[config.mk]
export PLATFORM = sky130hd
export DESIGN_NAME = fifo_uart_tx
export DESIGN_NICKNAME = d
export VERILOG_FILES = /design/src/rtl/uart_pkg.sv /design/src/rtl/uart_parity_calc.sv /design/src/rtl/fifo_uart_tx.sv
export SDC_FILE = /design/constraint.sdc
export NUM_CORES = 1
export LEC_CHECK = 0
export CAP_MARGIN = 25
export CORE_MARGIN = 5
export CORE_UTILIZATION = 49
export DETAILED_ROUTE_END_ITERATION = 10
export PLACE_DENSITY = 0.76
export SYNTH_ARGS = -nofsm -noshare
export SYNTH_HDL_FRONTEND = slang
export SYNTH_SLANG_ARGS = --single-unit
export TNS_END_PERCENT = 5
[constraint.sdc]
create_clock -name CLK -period 1.95 [get_ports CLK]
set_input_delay 0.39 -clock CLK [delete_from_list [all_inputs] [get_ports CLK]]
set_output_delay 0.39 -clock CLK [all_outputs]
set_load 0.05 [all_outputs]
[src/rtl/uart_pkg.sv]
// Shared UART definitions: TX state encoding and parity type selectors.
package uart_pkg;

    typedef enum logic [2:0] {
        ST_IDLE   = 3'd0,
        ST_FETCH  = 3'd1,
        ST_LOAD   = 3'd2,
        ST_START  = 3'd3,
        ST_DATA   = 3'd4,
        ST_PARITY = 3'd5,
        ST_STOP   = 3'd6
    } tx_state_e;

    localparam logic PAR_EVEN = 1'b0;
    localparam logic PAR_ODD  = 1'b1;

endpackage

[src/rtl/uart_parity_calc.sv]
// Combinational parity generator: XOR-reduce of the data word with even/odd select.
module uart_parity_calc
    import uart_pkg::*;
#(
    parameter int unsigned DATA_WIDTH = 8
) (
    input  logic [DATA_WIDTH-1:0] data_i,
    input  logic                  par_typ_i,
    output logic                  parity_o
);

    // Odd parity inverts the even-parity result.
    assign parity_o = (^data_i) ^ (par_typ_i == PAR_ODD);

endmodule

[src/rtl/fifo_uart_tx.sv]
// FIFO-fed UART transmitter: pops a word when the FIFO is non-empty and sends
// start, LSB-first data, optional parity and one stop bit on TX_OUT.
module fifo_uart_tx
    import uart_pkg::*;
#(
    parameter int unsigned DATA_WIDTH   = 8,
    parameter int unsigned CLKS_PER_BIT = 16,
    parameter int unsigned CNT_WIDTH    = $clog2(CLKS_PER_BIT)
) (
    input  logic                  CLK,
    input  logic                  RST,
    input  logic                  Empty,
    input  logic [DATA_WIDTH-1:0] D_IN,
    input  logic                  D_Valid,
    input  logic                  PAR_EN,
    input  logic                  PAR_TYP,
    output logic                  Rd_Req,
    output logic                  TX_OUT,
    output logic                  Busy,
    output logic                  Frame_Done
);

    localparam int unsigned BIT_W = (DATA_WIDTH > 1) ? $clog2(DATA_WIDTH) : 1;
    localparam logic [CNT_WIDTH-1:0] CNT_LAST = CNT_WIDTH'(CLKS_PER_BIT - 1);
    localparam logic [BIT_W-1:0]     BIT_LAST = BIT_W'(DATA_WIDTH - 1);

    tx_state_e               state_q, state_d;
    logic [CNT_WIDTH-1:0]    cnt_q, cnt_d;
    logic [BIT_W-1:0]        bit_q, bit_d;
    logic [DATA_WIDTH-1:0]   sh_q, sh_d;
    logic                    par_en_q, par_en_d;
    logic                    par_q, par_d;
    logic                    tx_q, tx_d;
    logic                    rd_req_q, rd_req_d;
    logic                    busy_q, busy_d;
    logic                    done_q, done_d;
    logic                    par_calc;
    logic                    cnt_last;

    uart_parity_calc #(
        .DATA_WIDTH (DATA_WIDTH)
    ) u_parity (
        .data_i    (D_IN),
        .par_typ_i (PAR_TYP),
        .parity_o  (par_calc)
    );

    assign cnt_last = (cnt_q == CNT_LAST);

    // Next-state, bit timing, shifter and registered output decode.
    always_comb begin
        state_d  = state_q;
        cnt_d    = cnt_q;
        bit_d    = bit_q;
        sh_d     = sh_q;
        par_en_d = par_en_q;
        par_d    = par_q;
        tx_d     = tx_q;

        unique case (state_q)
            ST_IDLE: begin
                tx_d = 1'b1;
                if (!Empty) state_d = ST_FETCH;
            end
            ST_FETCH: begin
                state_d = ST_LOAD;
            end
            ST_LOAD: begin
                if (D_Valid) begin
                    sh_d     = D_IN;
                    par_en_d = PAR_EN;
                    par_d    = par_calc;
                    tx_d     = 1'b0;
                    cnt_d    = '0;
                    state_d  = ST_START;
                end else begin
                    state_d  = ST_IDLE;
                end
            end
            ST_START: begin
                if (cnt_last) begin
                    cnt_d   = '0;
                    bit_d   = '0;
                    tx_d    = sh_q[0];
                    state_d = ST_DATA;
                end else begin
                    cnt_d = cnt_q + CNT_WIDTH'(1);
                end
            end
            ST_DATA: begin
                if (cnt_last) begin
                    cnt_d = '0;
                    if (bit_q == BIT_LAST) begin
                        if (par_en_q) begin
                            tx_d    = par_q;
                            state_d = ST_PARITY;
                        end else begin
                            tx_d    = 1'b1;
                            state_d = ST_STOP;
                        end
                    end else begin
                        bit_d = bit_q + BIT_W'(1);
                        sh_d  = sh_q >> 1;
                        tx_d  = sh_d[0];
                    end
                end else begin
                    cnt_d = cnt_q + CNT_WIDTH'(1);
                end
            end
            ST_PARITY: begin
                if (cnt_last) begin
                    cnt_d   = '0;
                    tx_d    = 1'b1;
                    state_d = ST_STOP;
                end else begin
                    cnt_d = cnt_q + CNT_WIDTH'(1);
                end
            end
            ST_STOP: begin
                tx_d = 1'b1;
                if (cnt_last) begin
                    cnt_d   = '0;
                    state_d = Empty ? ST_IDLE : ST_FETCH;
                end else begin
                    cnt_d = cnt_q + CNT_WIDTH'(1);
                end
            end
            default: begin
                tx_d    = 1'b1;
                state_d = ST_IDLE;
            end
        endcase

        rd_req_d = (state_d == ST_FETCH);
        busy_d   = (state_d != ST_IDLE);
        done_d   = (state_d == ST_STOP) && (cnt_d == CNT_LAST);
    end

    // State and datapath registers; reset idles the line high and drops any word in flight.
    always_ff @(posedge CLK or posedge RST) begin
        if (RST) begin
            state_q  <= ST_IDLE;
            cnt_q    <= '0;
            bit_q    <= '0;
            sh_q     <= '0;
            par_en_q <= 1'b0;
            par_q    <= 1'b0;
            tx_q     <= 1'b1;
            rd_req_q <= 1'b0;
            busy_q   <= 1'b0;
            done_q   <= 1'b0;
        end else begin
            state_q  <= state_d;
            cnt_q    <= cnt_d;
            bit_q    <= bit_d;
            sh_q     <= sh_d;
            par_en_q <= par_en_d;
            par_q    <= par_d;
            tx_q     <= tx_d;
            rd_req_q <= rd_req_d;
            busy_q   <= busy_d;
            done_q   <= done_d;
        end
    end

    assign Rd_Req     = rd_req_q;
    assign TX_OUT     = tx_q;
    assign Busy       = busy_q;
    assign Frame_Done = done_q;

endmodule

Yosys cells after proc, flatten, opt, wreduce, memory -nomap -nowiden
Cells that the tools add are included.
{"block": "totals", "output_inout_bits": 4, "inputBits": 14, "reg_bits": 24}
{"block": "op_classes", "n_addsub": 2, "n_eq_ne": 16, "n_reduce_logical": 11, "mux": 28, "bitwise_logic": 2}
{"operator": "$mux W3", "n": 9}
{"operator": "$mux W8", "n": 3}
{"operator": "$pmux W3 S7", "n": 1}
{"operator": "$pmux W8 S2", "n": 1}
{"operator": "$eq A3 B3 Y1 const B", "n": 5}
{"operator": "$ne A2 B2 Y1 const B", "n": 5}
{"operator": "$eq A4 B4 Y1 const B", "n": 2}
{"operator": "$mux W4", "n": 2}
{"operator": "$pmux W4 S2", "n": 1}
{"operator": "$reduce_and A4 Y1", "n": 2}
{"operator": "$reduce_xor A8 Y1", "n": 1}
{"operator": "$mux W1", "n": 7}
{"operator": "$eq A3 B1 Y1 const B", "n": 2}
{"operator": "$eq A3 B2 Y1 const B", "n": 2}
{"operator": "$pmux W3 S2", "n": 1}
{"operator": "$pmux W1 S5", "n": 1}
{"operator": "$reduce_and A5 Y1", "n": 1}
{"operator": "$add A4 B1 Y4 const B", "n": 1}
{"operator": "$mux W2", "n": 2}
{"operator": "$reduce_bool A2 Y1", "n": 2}
{"operator": "$reduce_or A4 Y1", "n": 1}
{"operator": "$add A3 B1 Y3 const B", "n": 1}
{"operator": "$logic_not A3 Y1", "n": 1}
{"operator": "$reduce_bool A3 Y1", "n": 1}
{"operator": "4 further kinds", "n": 4}

Longest topological paths before layout
Gate-level depths: netlist of the first run.
{"block": "depth", "word_depth": 6, "ltp_mapped": 7, "depth_no_buf": 6}

By module
Synthesis of the first run repeated with hierarchy kept, for this count alone.
{"block": "unflattened", "cells_unflattened": 160, "area_unflattened_um2": 1487.7}
{"module": "fifo_uart_tx", "instances": 1, "cells_each": 153, "area_per_inst_um2": 1405.1}
{"module": "uart_parity_calc", "instances": 1, "cells_each": 7, "area_per_inst_um2": 82.6}

Least setup slack after synthesis of the first run
OpenSTA, ideal clock, no wires.
{"block": "synth_timing", "kind": "register -> register", "startpoint": "register bit_q[0]", "endpoint": "register busy_q (netlist: Busy)", "arrival_ps": 1811, "required_ps": 1818, "n_path_buf": 0, "stages_incl_launch_ff": 7, "path_slack_ps": 8, "path_cell_list": "dfrtp_1 > ha_1 > ha_1 > and3b_1 > mux2_2 > a221o_1 > or3b_1"}
{"block": "synth_via", "elab_chain_len": 5}
{"element": "from (decl)", "line_no": "fifo_uart_tx.sv:29", "text": "logic [BIT_W-1:0] bit_q, bit_d;"}
{"element": "from (signal assigned)", "line_no": "fifo_uart_tx.sv:155", "text": "bit_q <= bit_d;"}
{"element": "$eq A3 B3 Y1", "line_no": "fifo_uart_tx.sv:93", "text": "if (bit_q == BIT_LAST) begin"}
{"element": "$mux W3", "line_no": "fifo_uart_tx.sv:93"}
{"element": "$mux W3", "line_no": "fifo_uart_tx.sv:91", "text": "if (cnt_last) begin"}
{"element": "$pmux W3 S7", "line_no": "fifo_uart_tx.sv:60", "text": "unique case (state_q)"}
{"element": "named net state_d[0]", "line_no": "fifo_uart_tx.sv:27", "text": "tx_state_e state_q, state_d;"}
{"element": "$reduce_bool A3 Y1", "line_no": "fifo_uart_tx.sv:135", "text": "busy_d = (state_d != ST_IDLE);"}
{"element": "named net busy_d", "line_no": "fifo_uart_tx.sv:35", "text": "logic busy_q, busy_d;"}
{"element": "to (signal assigned)", "line_no": "fifo_uart_tx.sv:161", "text": "busy_q <= busy_d;"}
{"element": "to (decl)", "line_no": "fifo_uart_tx.sv:35"}
The timed path passes the listed nets, and every way through them passes these cells.
A chain may end at the register's enable or synchronous reset.

Final worst setup path of the first run
{"block": "layout_timing", "startpoint": "register bit_q[1]", "endpoint": "register busy_q (netlist: Busy)"}
Same word-level chain as after synthesis.

==> summary.md, run 1 <==
| Metric | Value |
|---|---|
| Failing checks | `negative setup slack` |
| Total power per unit cell area | `457.7 nW/um^2` |
| Routed Antenna Nets | `0` |
| Sw Share | `0.2093` |
| I/O Buffers | `17` |
| Placer congestion estimate | `0.8645` |
| CP Class | `reg -> reg` |
| Post-synth top area cell | `dfrtp_1` |
| Status | `complete, but fails checks` |
| Startpoint Class | `flip-flop` |
| Root Buffer | `clkbuf_4` |
| Tightest Pin Transition | `0.6184 ns` |
| Crit Path Max Fanout | `2` |
| Nets@finish | `194` |
| FF-to-FF End | `Busy` |
| First-pass GRT wire length | `5354 um` |
| Fin. max-slew vios | `0` |
| DR vias/cell | `5.681` |
| Area delta synth->final | `28.46%` |
| Max-slew headroom | `0.5854` |
| Crit path capture type | `flip-flop` |
| Io pins | `18` |
| Layout cells sized above 1 | `0.2330` |
| Multi-input combinational cell area | `803.3 um^2` |
| Mapped Area | `1420 um^2` |
| Post-synthesis sequential area ratio | `0.4238` |
| Post-Syn Nets | `157` |
| Post-synth cell types | `47` |
| Overall power | `between 0.8 and 0.9 mW` |
| Period utilization | `1.017` |
| Layout Skew | `0.003275 ns` |
| # H-tree levels | `1` |
| CP required | `~2.2 ns` |
| Worst hold slack | `0.4010 ns` |
| Hold Vio Cnt, Final | `0` |
| Clk slew on worst S/H paths | `between 0.1 and 0.15 ns` |
| Fillers | `roughly 220` |
| Crit path DAT | `2.18 ns` |
| Switching power total | `0.1748 mW` |
| Hold Crit Class | `in -> async` |
| Post-synth EDFFs | `0` |
| Clk Latency, worst-skew pair | `0.31 ns` |
| Fmax | `approximately 500 MHz` |
| Reg2reg path depth | `6` |
| CTS Buf Count | `3` |
| Total Routed Length | `~3000 um` |
| Die W | `63.84 um` |
| Post-Synthesis Cells | `140` |
| Clock Tree Buf Depth | `2` |
| Die H | `around 64 um` |
| Final setup margin | `-0.03267 ns` |
| Final setup viols | `1` |
| LEAKAGE | `0.8670 nW` |
| Register-to-register setup slack | `-0.03 ns` |
| Total GRT Usage | `0.1597` |
| First-pass DRT Iterations | `4` |
| Via count | `1176` |
| Initial core utilization | `0.5150` |
| Peak VDD IR | `0.3518 mV` |
| Comb pwr share | `0.094` |
| CTS Sinks | `24` |
| Synth Register Bits | `24` |
| Hpwl dp | `2273 um` |
| Die Area | `4075 um^2` |
| Reg2reg start | `bit_q[1]` |
| Synth top area cells | `dfrtp_1 (41%), mux2i_1 (5.6%), nand2_1 (4.5%)` |
| Pint | `0.6601 mW` |
| Setup WS pre-CTS | `-0.1794 ns` |
| Ys flop type | `dfrtp_1` |
| Sequential power share | `0.596` |
| Max Cap Viol | `0` |
| RSZ-0062 raised after global routing | `true` |
| Drt first-iter violations | `38` |
| Core Region | `roughly 2800 um^2` |
| GR Overflow Total | `0` |
| Diodes inserted | `0` |
| Clock share of power | `0.310` |
| Syn Area/Cell | `10.14 um^2` |
| Largest net degree at the start of global routing | `25` |
| Ys Warns | `0` |
| FF+latch area | `601.8 um^2` |
| Async S/R FF share, synth | `1.000` |
| Top cell type's share of synthesized area | `0.4053` |
| TritonCTS clock tree | `built` |
| Initial antenna violation count | `0` |
| Tmin final | `between 1.5 and 2 ns` |
| Routed len/inst | `14.26 um` |
| DRC | `0` |
| Core Rows | `19` |
| Vias in the first global route | `between 1000 and 1500` |
[metal layers]
metal / GRT usage / vias to the layer above / wire, um
met2: 0.2626 / 25 / 1456
li1: - / 579 / -
met3: 0.03678 / 4 / 102
met4: 0.05714 / 0 / 36
met1: 0.2044 / 568 / 1357
met5: 0 / - / 0
[how the worst max path moves through the flow]
stage / from / to / slack, ns / cells past startpoint
floorplan: bit_q[0] / Busy / 0.008 / 6
global placement: D_Valid / sh_q[3] / -0.13 / 4
detailed placement: D_Valid / sh_q[6] / -0.18 / 4
finish: bit_q[1] / Busy / -0.03 / 6
CTS: bit_q[0] / Busy / -0.04 / 6
global route: bit_q[1] / Busy / -0.08 / 6
[metrics by stage]
| stage | instance area [um^2] | instances | utilization | TNS [ns] |
|---|---|---|---|---|
| after floorplan | 1420 | 140 | - | 0 |
| after global placement | 1737 | 201 | 0.6298 | -0.9682 |
| after detailed placement | 1737 | 201 | 0.6298 | -1.326 |
| after CTS | 1778 | 205 | 0.6447 | -0.04150 |
| after global routing | 1824 | 207 | 0.6615 | -0.08291 |
| final | 1824 | 207 | 0.6615 | -0.03267 |
[critical path: stages, from the launching register on]
cell	delay, ns
dfrtp_1	0.41
ha_2	0.20
ha_4	0.15
and3b_1	0.15
mux2_4	0.25
a221o_1	0.34
or3b_1	0.37
[layout by cell type, fill, tap and decap left out, types with 4 or more instances in the layout]
master,netlist,final
dfrtp_1,23,23
inv_1,4,4
o21ai_0,8,8
mux2i_1,8,8
nand2_1,17,17
clkdlybuf4s50_1,0,16
o21ai_1,9,9
xnor2_1,6,6
buf_4,1,22
[repair_timing]
item,4_1_cts,5_1_grt
pin swaps,0,3
buffers inserted,0,2
resized for setup,2,6
hold buffers,0,0
hold endpoints to repair,0,0
endpoints found under the setup margin,9,12
[power by group through the flow]
stage	registers [mW]	clock network, mW	logic, mW
3_3_place_gp	0.507	0	0.0785
6_report	0.498	0.259	0.0782
2_1_floorplan	0.507	0	0.0384
4_1_cts	0.498	0.266	0.0803
5_1_grt	0.498	0.291	0.0848
3_5_place_dp	0.507	0	0.0800
[sequential cells by signal, summed over array words and instances (netlist names)]
signal	cells
par_en_q	1
Busy	1
sh_q	8
cnt_q	4
bit_q	3
Rd_Req	1
TX_OUT	1
state_q	3
Frame_Done	1
par_q	1
[final cells by class]
| type | instances | share of cell area |
|---|---|---|
| multi-input combinational | 105 | 0.4403 |
| timing repair buffer | 38 | 0.1783 |
| tap | 31 | 0.02126 |
| clock buffer | 4 | 0.01989 |
| inverter | 5 | 0.01029 |
| sequential | 24 | 0.3299 |
[synth_stat cells, drive strengths merged, types with 2 or more instances]
cell type	n
nor2	3
nand2b	3
mux2i	8
nand2	17
xor2	2
a211oi	2
mux2	4
a21oi	2
and3b	3
dfrtp	23
xnor2	6
buf	6
ha	3
o211ai	2
inv	5
o21ai	17
nand3b	2
nand3	2
and2	3
a21boi	3
a32o	2
[cell families after synthesis]
logic type	Yosys count	synth area share
adder cells (fa/ha/maj)	3	0.02643
AO/OA/AOI/OAI	39	0.1841
buffers and inverters	11	0.03612
flip-flops	24	0.4238
multiplexers	12	0.08811
AND/OR/NAND/NOR	42	0.1762
XOR/XNOR	9	0.06520
No activity file was read; power rests on OpenSTA's default activity.
==> run 2: changes to the inputs <==
- GPL_ROUTABILITY_DRIVEN: unset -> 0
==> results of run 2 <==
Final layout, timing and power as in run 1 (identical DEF).
==> run 3: changes to the inputs <==
- PLACE_DENSITY: 0.76 -> unset
- PLACE_DENSITY_LB_ADDON: unset -> 0.3
==> summary.md, run 3 (same netlist as run 1, synthesis figures left out) <==
| Metric | Value |
|---|---|
| Status | `complete, but fails checks (unchanged)` |
| Failing checks | `negative setup slack (unchanged)` |
| Worst hold slack | `0.4017 ns (was 0.4010 ns)` |
| Total GRT Usage | `0.1591 (was 0.1597)` |
| GR Overflow Total | `0 (unchanged)` |
| First-pass DRT Iterations | `4 (unchanged)` |
| Total power per unit cell area | `455.3 nW/um^2 (was 457.7 nW/um^2)` |
| Fin. max-slew vios | `0 (unchanged)` |
| Crit-path cells | `ha_2, ha_2, and3b_1, mux2_2, a221o_1, or3b_1 (was ha_2, ha_4, and3b_1, mux2_4, a221o_1, or3b_1)` |
| LEAKAGE | `0.8335 nW (was 0.8670 nW)` |
| Nets@finish | `191 (was 194)` |
| Core Region | `2758 um^2 (unchanged)` |
| Diodes inserted | `0 (unchanged)` |
| DR vias/cell | `5.623 (was 5.681)` |
| Area delta synth->final | `24.32% (was 28.46%)` |
| Register-to-register setup slack | `-0.008 ns (was -0.03 ns)` |
| Root Buffer | `clkbuf_4 (unchanged)` |
| Layout cells sized above 1 | `0.2139 (was 0.2330)` |
| GR Layer Usage met1 | `0.2059 (was 0.2044)` |
| Die W | `63.84 um (unchanged)` |
| Tmin final | `1.958 ns (was 1.983 ns)` |
| CP Class | `reg -> reg (unchanged)` |
| Crit-path max cell delay | `0.40 ns (was 0.41 ns)` |
| # H-tree levels | `1 (unchanged)` |
| Clk slew on worst S/H paths | `0.13 ns (about the same)` |
| Hpwl dp | `2230 um (was 2273 um)` |
| Crit path DAT | `2.16 ns (was 2.18 ns)` |
| Most common cell after layout, fill and taps aside | `dfrtp_1 (unchanged)` |
| RSZ-0062 raised after global routing | `true (unchanged)` |
| Die H | `63.84 um (unchanged)` |
| Crit path capture type | `flip-flop (unchanged)` |
| Hold Vio Cnt, Final | `0 (unchanged)` |
| Crit Path Max Fanout | `2 (unchanged)` |
| Fin util | `0.6402 (was 0.6615)` |
| GR peak layer | `met2 (unchanged)` |
| Clk Latency, worst-skew pair | `0.32 ns (was 0.31 ns)` |
| Max-slew headroom | `0.5641 (was 0.5854)` |
| Core Rows | `19 (unchanged)` |
| Final setup margin | `-0.007954 ns (was -0.03267 ns)` |
| Max reg flops | `8 (unchanged)` |
| Most frequent CP cell | `ha_2` |
| Largest net degree at the start of global routing | `25 (unchanged)` |
| CTS Buf Count | `3 (unchanged)` |
| Drt first-iter violations | `39 (was 38)` |
| Largest registers | `sh_q: 8 flops, cnt_q: 4 flops (unchanged)` |
| M2 GR Usage | `0.2425 (was 0.2626)` |
| First-pass GRT wire length | `5230 um (was 5354 um)` |
| Hold Crit Class | `in -> async (unchanged)` |
| CTS Sinks | `24 (unchanged)` |
| CP required | `2.15 ns (about the same)` |
| Fmax | `510.7 MHz (was 504.4 MHz)` |
| Routed len/inst | `14.44 um (was 14.26 um)` |
| Clock Tree Buf Depth | `2 (unchanged)` |
| Startpoint Class | `flip-flop (unchanged)` |
| Routed Antenna Nets | `0 (unchanged)` |
| Die Area | `4075 um^2 (unchanged)` |
| Slowest cell on crit path | `dfrtp_1 (unchanged)` |
| Via count | `1147 (was 1176)` |
| I/O Buffers | `17 (unchanged)` |
| Placed Cells | `199 (was 201)` |
| Fin cells | `204 (was 207)` |
| Met3 Use GR | `0.05429 (was 0.03678)` |
| Period utilization | `1.004 (was 1.017)` |
| Tightest Pin Transition | `0.6500 ns (was 0.6184 ns)` |
| Largest Register | `sh_q (unchanged)` |
| Final setup viols | `1 (unchanged)` |
| TritonCTS clock tree | `built (unchanged)` |
| CP Launch Point | `bit_q[0] (was bit_q[1])` |
| Initial core utilization | `0.5150 (unchanged)` |
| Initial antenna violation count | `0 (unchanged)` |
| DRC | `0 (unchanged)` |
| Io pins | `18 (unchanged)` |
| Max Cap Viol | `0 (unchanged)` |
| Vias in the first global route | `1223 (was 1229)` |
| Most frequent cells in the layout | `dfrtp_1 (23), buf_4 (19), nand2_1 (17) (was dfrtp_1 (23), buf_4 (22), nand2_1 (17))` |
| Total Routed Length | `2945 um (was 2951 um)` |
| Peak VDD IR | `0.4537 mV (was 0.3518 mV)` |
| Reg2reg start | `bit_q[0] (was bit_q[1])` |
| Layout Skew | `0.007681 ns (was 0.003275 ns)` |
-- run 3: final cells by class --
type | count | area [um^2]
Tap cell | 31 | 38.79
Inverter | 5 | 18.77
Multi-Input combinational cell | 105 | 777.0
Sequential cell | 24 | 601.8
Fill cell | 226 | 992.2
Timing Repair Buffer | 35 | 302.8
Clock buffer | 4 | 26.28
-- run 3: critical path: cells and delay by family, from the launching register on --
kind                       cells  cell delay, ns
muxes                          1            0.27
AOI/OAI and AO/OA              1            0.30
DFF                            1            0.40
and+or+nand+nor                2            0.51
adders and majority gates      2            0.35
-- run 3: final timing paths --
| check | end | cells after the start |
|---|---|---|
| min in group CLK | par_q | 2 |
| max in group asynchronous | TX_OUT | 3 |
| hold / removal | sh_q[0] | 3 |
| setup / recovery | Busy | 6 |
| hold reg to reg | par_q | 2 |
| setup reg to reg | Busy | 6 |
-- run 3: repair_timing --
action                                 4_1_cts  5_1_grt
pin swaps                                    0        0
setup endpoints to repair                    9        2
gates resized for setup                      4        1
cloned                                       0        0
endpoints found under the hold margin        0        0
hold buffers                                 0        0
buffers inserted                             0        1
-- run 3: where the power goes --
group	switching, mW	internal (mW)	total (mW)
sequential	0	0.498	0.498
clock	0.146	0.0801	0.226
combinational	0.0319	0.0485	0.0804
-- run 3: routing by layer --
metal,part of all wire,vias to the layer above
li1,-,570
met4,0.013,0
met2,0.47,18
met1,0.48,555
met5,0,-
met3,0.037,4
-- run 3: per-stage QoR --
| step | TNS, ns | total power, mW | setup WS (ns) | instance area, um^2 |
|---|---|---|---|---|
| 2_1_floorplan | 0 | 0.5455 | 0.007702 | 1420 |
| 3_3_place_gp | -1.237 | 0.5861 | -0.1619 | 1722 |
| 3_5_place_dp | -1.895 | 0.5887 | -0.2456 | 1722 |
| 4_1_cts | -0.01107 | 0.8180 | -0.01107 | 1758 |
| 5_1_grt | -0.09355 | 0.8482 | -0.07652 | 1765 |
| 6_report | -0.007954 | 0.8037 | -0.007954 | 1765 |
